$ cat config.mk
export PLATFORM = sky130hd
export DESIGN_NAME = i2c_slave_regif
export DESIGN_NICKNAME = d
export VERILOG_FILES = /design/src/rtl/i2c_slave_regif.sv
export SDC_FILE = /design/constraint.sdc
export NUM_CORES = 1
export LEC_CHECK = 0
export BUFFER_PORTS_ARGS = -buffer_cell sky130_fd_sc_hd__buf_2
export CORE_MARGIN = 2
export CORE_UTILIZATION = 50
export CTS_CLUSTER_DIAMETER = 80
export DETAILED_ROUTE_END_ITERATION = 10
export HOLD_SLACK_MARGIN = 0.1
export PLACE_DENSITY_LB_ADDON = 0.12
export RECOVER_POWER = 25
export SLEW_MARGIN = 20
export SYNTH_ARGS = -nofsm -noshare
export SYNTH_HDL_FRONTEND = slang
export SYNTH_SLANG_ARGS = --single-unit
$ cat constraint.sdc
create_clock -name clk -period 3 [get_ports clk]
set_input_delay 0.3 -clock clk [delete_from_list [all_inputs] [get_ports clk]]
set_output_delay 0.3 -clock clk [all_outputs]
set_load 0.1 [all_outputs]
$ cat src/rtl/i2c_slave_regif.sv
// I2C slave register interface: synchronised, glitch-filtered SCL/SDA front end feeding a
// byte-level FSM that yields register write/read strobes. Option macro: I2C_SLAVE_AUTOINC_EN.
module i2c_slave_regif #(
  parameter logic [6:0] DEV_ADDR = 7'h3C,
  parameter int         ADDR_W   = 8,
  parameter int         FILT_LEN = 3
) (
  input  logic              clk,
  input  logic              rst,
  input  logic              sda_i,
  output logic              sda_o,
  input  logic              scl,
  output logic [ADDR_W-1:0] reg_addr,
  output logic [7:0]        data_out,
  output logic              write_en,
  input  logic [7:0]        data_in,
  output logic              rd_en,
  output logic              busy
);
  localparam int         PTR_BYTES = (ADDR_W <= 8) ? 1 : 2;
  localparam int         PW        = 8 * PTR_BYTES;
  localparam logic [2:0] FILT_MAX  = 3'(FILT_LEN - 1);
  localparam logic [1:0] PTR_LAST  = 2'(PTR_BYTES);

  typedef enum logic [3:0] {
    IDLE, DEV, ACK_DEV, PTR, ACK_PTR, WR, ACK_WR, RD, RD_ACK
  } state_t;

  state_t            state_q, state_d;
  logic [1:0]        scl_sync_q, scl_sync_d, sda_sync_q, sda_sync_d;
  logic              scl_f_q, scl_f_d, sda_f_q, sda_f_d, scl_prev_q, sda_prev_q;
  logic [2:0]        scl_cnt_q, scl_cnt_d, sda_cnt_q, sda_cnt_d;
  logic [3:0]        bit_cnt_q, bit_cnt_d;
  logic [7:0]        shift_q, shift_d;
  logic [PW-1:0]     ptr_acc_q, ptr_acc_d;
  logic [1:0]        ptr_cnt_q, ptr_cnt_d;
  logic              rw_q, rw_d, mack_q, mack_d, rd_cap_q, rd_cap_d;
  logic              sda_o_q, sda_o_d, busy_q, busy_d;
  logic              write_en_q, write_en_d, rd_en_q, rd_en_d;
  logic [ADDR_W-1:0] reg_addr_q, reg_addr_d;
  logic [7:0]        data_out_q, data_out_d;
  logic              scl_rise, scl_fall, start_det, stop_det;

  assign scl_rise  = scl_f_q & ~scl_prev_q;
  assign scl_fall  = ~scl_f_q & scl_prev_q;
  assign start_det = scl_f_q & scl_prev_q & sda_prev_q & ~sda_f_q;
  assign stop_det  = scl_f_q & scl_prev_q & ~sda_prev_q & sda_f_q;

  always_comb begin
    // NOTE: every _d gets a default before any branch, so no path leaves it unassigned (no latch).
    scl_sync_d = {scl_sync_q[0], scl};
    sda_sync_d = {sda_sync_q[0], sda_i};
    // A filtered line flips only after FILT_LEN consecutive samples disagree with it.
    scl_f_d   = scl_f_q;
    scl_cnt_d = '0;
    if (scl_sync_q[1] != scl_f_q) begin
      if (scl_cnt_q == FILT_MAX) scl_f_d = scl_sync_q[1];
      else                       scl_cnt_d = scl_cnt_q + 3'd1;
    end
    sda_f_d   = sda_f_q;
    sda_cnt_d = '0;
    if (sda_sync_q[1] != sda_f_q) begin
      if (sda_cnt_q == FILT_MAX) sda_f_d = sda_sync_q[1];
      else                       sda_cnt_d = sda_cnt_q + 3'd1;
    end

    state_d    = state_q;
    bit_cnt_d  = bit_cnt_q;
    shift_d    = shift_q;
    ptr_acc_d  = ptr_acc_q;
    ptr_cnt_d  = ptr_cnt_q;
    rw_d       = rw_q;
    mack_d     = mack_q;
    rd_cap_d   = rd_en_q;
    sda_o_d    = sda_o_q;
    busy_d     = busy_q;
    reg_addr_d = reg_addr_q;
    data_out_d = data_out_q;
    write_en_d = 1'b0;
    rd_en_d    = 1'b0;
`ifdef I2C_SLAVE_AUTOINC_EN
    if (write_en_q) reg_addr_d = reg_addr_q + ADDR_W'(1);
`endif

    if (start_det) begin
      state_d   = DEV;
      bit_cnt_d = '0;
      sda_o_d   = 1'b1;
      rd_cap_d  = 1'b0;
    end else if (stop_det) begin
      state_d  = IDLE;
      sda_o_d  = 1'b1;
      busy_d   = 1'b0;
      rd_cap_d = 1'b0;
    end else begin
      // Read data arrives the cycle after rd_en; its MSB goes out while SCL is still low.
      if (rd_cap_q) begin
        shift_d = data_in;
        sda_o_d = data_in[7];
      end
      case (state_q)
        DEV, PTR, WR: begin
          if (scl_rise) begin
            shift_d   = {shift_q[6:0], sda_f_q};
            bit_cnt_d = bit_cnt_q + 4'd1;
            if (state_q == WR && bit_cnt_q == 4'd7) begin
              data_out_d = {shift_q[6:0], sda_f_q};
              write_en_d = 1'b1;
            end
          end else if (scl_fall && bit_cnt_q == 4'd8) begin
            bit_cnt_d = '0;
            if (state_q == DEV) begin
              if (shift_q[7:1] == DEV_ADDR) begin
                state_d = ACK_DEV;
                sda_o_d = 1'b0;
                busy_d  = 1'b1;
                rw_d    = shift_q[0];
              end else begin
                state_d = IDLE;
              end
            end else if (state_q == PTR) begin
              state_d   = ACK_PTR;
              sda_o_d   = 1'b0;
              ptr_acc_d = PW'({ptr_acc_q, shift_q});
              ptr_cnt_d = ptr_cnt_q + 2'd1;
            end else begin
              state_d = ACK_WR;
              sda_o_d = 1'b0;
            end
          end
        end
        ACK_DEV, ACK_PTR, ACK_WR: begin
          // The ACK is held low for the whole ninth clock and released on its falling edge.
          if (scl_fall) begin
            sda_o_d   = 1'b1;
            bit_cnt_d = '0;
            if (state_q == ACK_DEV) begin
              ptr_cnt_d = '0;
              if (rw_q) begin
                state_d = RD;
                rd_en_d = 1'b1;
              end else begin
                state_d = PTR;
              end
            end else if (state_q == ACK_PTR && ptr_cnt_q != PTR_LAST) begin
              state_d = PTR;
            end else begin
              if (state_q == ACK_PTR) reg_addr_d = ADDR_W'(ptr_acc_q);
              state_d = WR;
            end
          end
        end
        RD: begin
          if (scl_rise) begin
            bit_cnt_d = bit_cnt_q + 4'd1;
          end else if (scl_fall) begin
            if (bit_cnt_q == 4'd8) begin
              state_d   = RD_ACK;
              sda_o_d   = 1'b1;
              bit_cnt_d = '0;
            end else begin
              shift_d = {shift_q[6:0], 1'b0};
              sda_o_d = shift_q[6];
            end
          end
        end
        RD_ACK: begin
          if (scl_rise) begin
            mack_d = sda_f_q;
          end else if (scl_fall) begin
            if (!mack_q) begin
              state_d   = RD;
              rd_en_d   = 1'b1;
              bit_cnt_d = '0;
`ifdef I2C_SLAVE_AUTOINC_EN
              reg_addr_d = reg_addr_q + ADDR_W'(1);
`endif
            end else begin
              state_d = IDLE;
            end
          end
        end
        default: ;
      endcase
    end
  end

  // NOTE: sequential state uses non-blocking assignments only, so every flop samples pre-edge values.
  always_ff @(posedge clk or posedge rst) begin
    if (rst) begin
      state_q    <= IDLE;
      scl_sync_q <= 2'b11;
      sda_sync_q <= 2'b11;
      scl_f_q    <= 1'b1;
      sda_f_q    <= 1'b1;
      scl_prev_q <= 1'b1;
      sda_prev_q <= 1'b1;
      scl_cnt_q  <= '0;
      sda_cnt_q  <= '0;
      bit_cnt_q  <= '0;
      shift_q    <= '0;
      ptr_acc_q  <= '0;
      ptr_cnt_q  <= '0;
      rw_q       <= 1'b0;
      mack_q     <= 1'b1;
      rd_cap_q   <= 1'b0;
      sda_o_q    <= 1'b1;
      busy_q     <= 1'b0;
      reg_addr_q <= '0;
      data_out_q <= '0;
      write_en_q <= 1'b0;
      rd_en_q    <= 1'b0;
    end else begin
      state_q    <= state_d;
      scl_sync_q <= scl_sync_d;
      sda_sync_q <= sda_sync_d;
      scl_f_q    <= scl_f_d;
      sda_f_q    <= sda_f_d;
      scl_prev_q <= scl_f_q;
      sda_prev_q <= sda_f_q;
      scl_cnt_q  <= scl_cnt_d;
      sda_cnt_q  <= sda_cnt_d;
      bit_cnt_q  <= bit_cnt_d;
      shift_q    <= shift_d;
      ptr_acc_q  <= ptr_acc_d;
      ptr_cnt_q  <= ptr_cnt_d;
      rw_q       <= rw_d;
      mack_q     <= mack_d;
      rd_cap_q   <= rd_cap_d;
      sda_o_q    <= sda_o_d;
      busy_q     <= busy_d;
      reg_addr_q <= reg_addr_d;
      data_out_q <= data_out_d;
      write_en_q <= write_en_d;
      rd_en_q    <= rd_en_d;
    end
  end

  assign sda_o    = sda_o_q;
  assign reg_addr = reg_addr_q;
  assign data_out = data_out_q;
  assign write_en = write_en_q;
  assign rd_en    = rd_en_q;
  assign busy     = busy_q;
endmodule

==> impl_metrics.py <==
metrics = {
    "outcome": {
        "status": "complete, but fails checks",
        "violations": "capacitance limit, slew limit",
    },
    "synth": {
        "async_reset_ff_share_pct": 100.0,
        "synth_edf_count": 0,
        "avgSynthCellArea_um2": 11.24,
        "netlist-cell-type-count": 57,
        "synth_top_cell_by_area": "dfrtp_1",
        "synth-main-ff-cell": "dfrtp_1",
        "synth.net_count": 296,
        "synth_top_area_share_pct": 42.45,
        "synth_top_cells_by_area": "dfrtp_1 (42%), mux2_2 (10%), dfstp_2 (8.4%)",
        "netlist_area_mm2": 0.003124,
        "yosys.cell_count.top_type": "dfrtp_1",
        "yosys-top-cells-count": "dfrtp_1 (53), mux2_2 (28), nor2_1 (20), nand2_1 (17), inv_1 (14)",
        "ys_seq_area_share_pct": 50.86,
        "synth-warning-count": 0,
        "synth.ff_latch_count": 63,
        "synth_cells": 278,
    },
    "critical_path": {
        "slowest_delay_ps": 550,
        "timing.critical_path.cells": "inv_1 -> ha_1 -> or3b_1 -> a221oi_2 -> a31oi_1 -> or2_1 -> a22o_1",
        "timing.critical_path.slowest_stage_cell": "dfstp_2",
        "reg2reg_depth": 7,
        "setup.worst_path.start": "scl_prev_q$_DFF_PP1_",
        "worstSetupStartpointType": "flip-flop",
        "arrival_ps": 2510,
        "r2r_end": "bit_cnt_q[2]$_DFFE_PP0P_",
        "worst_r2r_src": "scl_prev_q$_DFF_PP1_",
        "crit_family": "simple AND/OR/NAND/NOR gates",
        "path_max_fanout": 11,
        "critPathKind": "flip-flop to flip-flop",
        "required_ps": 3230,
        "r2r_setup_slack_ps": 720,
        "timing.critical_path.to_type": "flip-flop",
        "critical_path_buf_inv_count": 1,
    },
    "hold_path": {
        "startpoint_of_the_most_critical_hold_path": "data_in[5]",
        "hp-class": "input port to flip-flop",
        "hold_end": "shift_q[5]$_DFFE_PP0P_",
        "whs_path_depth": 3,
    },
    "routing": {
        "via_count": 2246,
        "routedWlPerCell_um": 16.20,
        "drc": 0,
        "drt_wirelength_um": 6400,
        "drtPass1Iterations": 4,
        "drtIter0Drc": 195,
        "routed_via_density": 5.686,
        "number_of_nets_still_failing_antenna_checks_after_routing": 0,
    },
    "sta": {
        "timing_worst_slew_pin_value_ps": 2267,
        "timing.slew.headroom_pct": -51.95,
        "final_period_minus_worst_setup_slack_ps": 2280,
        "postLayoutSetupSlackWorst_ps": 720.1,
        "final_min_period_over_clock_period_pct": 76.00,
        "timing_max_transition_violations_final": 54,
        "skew_ps": 9.907,
        "setup_tns_ps": 0,
        "hold_viol_final": 0,
        "maxClockFrequency_mhz": 438.6,
        "final-setup-viol-count": 0,
        "setup_repair_after_global_routing_missed_its_margin": "false",
    },
    "cells_and_area": {
        "area_delta_synth_final_pct": 14.50,
        "final_area_mm2": 0.003577,
        "drive_gt1_share_pct": 30.00,
        "antenna_cells": 0,
        "nets": 333,
        "n_fill_cell": 509,
        "instances_no_fill": 395,
    },
    "floorplanning": {
        "chipHeight_um": 83.05,
        "die-area_mm2": 0.006896,
        "ios": 32,
        "rows": 28,
        "die_w_um": 83.05,
        "floorplan.core_area_mm2": 0.005991,
        "initial_utilization_pct": 52.15,
    },
    "clocking": {
        "post_cts_setup_bufs": 0,
        "clock_pin_slew_reported_for_the_worst_setup_and_hold_paths_after_clock_tree_synthesis_ps": 80,
        "clk_lat_worst_skew_ps": 340,
        "post_cts_hold_buffer_count": 2,
        "clock_path_buffers": 2,
        "cts_repair_resize_count": 0,
        "clock_tree.root_cell": "clkbuf_8",
        "cts-buffers-inserted": 9,
        "cts_sink_count": 63,
        "clock_tree_from_tritoncts": "done",
        "ctsHtreeMaxLevel": 3,
    },
    "placement": {
        "hpwlAfterDp_um": 4553,
        "placed_cells_incl_taps": 377,
        "dp_worst_setup_slack_ps": 718.1,
        "placed_cell_area_mm2": 0.003326,
        "final_gp_congestion": 0.9098,
        "port_buffers": 31,
    },
    "flow_run": {
        "maxCapViolCount": 1,
    },
    "global_routing": {
        "overall_overflow_remaining_after_global_route": 0,
        "grt_pass1_vias": 2334,
        "grt_pass1_wl_um": 11480,
        "grt_max_degree": 54,
        "grt_antenna_before_repair": 0,
        "global_route.usage.total_pct": 20.67,
    },
    "power_and_ir_drop": {
        "powerDensity_mw_per_mm2": 869.4,
        "vdd_drop_max_mv": 0.4504,
        "static_power_due_to_leakage_nw": 1.672,
    },
}
==> worst max-delay path by stage <==
stage,endpoint,slack [ps],cells past startpoint
3_5_place_dp,bit_cnt_q[2]$_DFFE_PP0P_,720,7
4_1_cts,bit_cnt_q[2]$_DFFE_PP0P_,710,7
2_1_floorplan,bit_cnt_q[2]$_DFFE_PP0P_,850,8
5_1_grt,shift_q[6]$_DFFE_PP0P_,500,6
3_3_place_gp,bit_cnt_q[2]$_DFFE_PP0P_,780,7
6_report,bit_cnt_q[2]$_DFFE_PP0P_,720,7
==> cell type report <==
cell class                      instances  area [um2]  area share [%]
Sequential cell                        63        1589           44.42
Multi-Input combinational cell        191        1413           39.49
Clock inverter                          6       92.59           2.588
Clock buffer                           10       137.6           3.847
Tap cell                               75       93.84           2.623
Timing Repair Buffer                   36       197.7           5.526
Inverter                               14       53.80           1.504
==> metrics by stage <==
stage | power (mW) | util [%] | hold WS, ps
floorplan | 2.078 | - | 304.5
global placement | 2.270 | 55.51 | 347.5
detailed placement | 2.282 | 55.51 | 348.8
CTS | 3.127 | 59.69 | 253.1
global route | 3.336 | 59.71 | 276.1
finish | 3.110 | 59.71 | 262.2
==> layer usage <==
metal | up-vias | share of wire [%] | GRT usage, %
met3 | 11 | 4.8 | 3.976
met1 | 1092 | 50 | 30.28
li1 | 1083 | - | -
met5 | - | 0 | 0
met2 | 60 | 44 | 30.21
met4 | 0 | 1.7 | 8.495
==> flip-flops by register name, indices dropped and copies added (netlist names), 2 cells and up <==
signal and flops:
data_out 8, ptr_acc_q 8, reg_addr 8, shift_q 8, bit_cnt_q 4, state_q 4
scl_cnt_q 3, sda_cnt_q 3, ptr_cnt_q 2, scl_sync_q 2, sda_sync_q 2
==> kinds of logic (layout without fill, tap and decap cells) <==
kind of cell | count (synthesis) | count (layout) | share of synthesized area (%)
buffers and inverters | 24 | 66 | 3.924
adders and majority gates | 6 | 6 | 2.403
xor gates and xnor gates | 5 | 5 | 1.402
and+or+nand+nor | 85 | 85 | 15.34
muxes | 33 | 33 | 11.69
AOI/OAI and AO/OA | 62 | 62 | 14.38
DFF | 63 | 63 | 50.86
==> cells in the final DEF (no fill, tap or decap), drive strengths merged, types with 3 or more instances in the layout <==
cell	instances
xor2	3
nor2b	8
dfrtp	53
inv	14
ha	6
a2bb2oi	7
nor2	20
o211ai	3
o22ai	9
a21o	3
nand3b	5
or3b	3
nor4	3
nand2b	6
nand4	3
dfstp	10
nand2	17
o21ai	9
mux2i	5
clkbuf	10
clkinvlp	3
nand3	3
nor3	9
and2	3
mux2	28
a31oi	4
buf	34
a21oi	8
==> worst reg2reg max path, stage by stage, from the launching register on <==
cell and delay [ps]:
dfstp_2 550, inv_1 40, ha_1 290, or3b_1 400, a221oi_2 300, a31oi_1 160, or2_1 260, a22o_1 180
==> power by group <==
part | switching [mW] | internal [mW]
Combinational | 0.551 | 0.421
Clock | 0.344 | 0.494
Sequential | 0.275 | 1.02
Total | 1.17 | 1.94
Note: power is estimated with default switching activity, not from simulation.
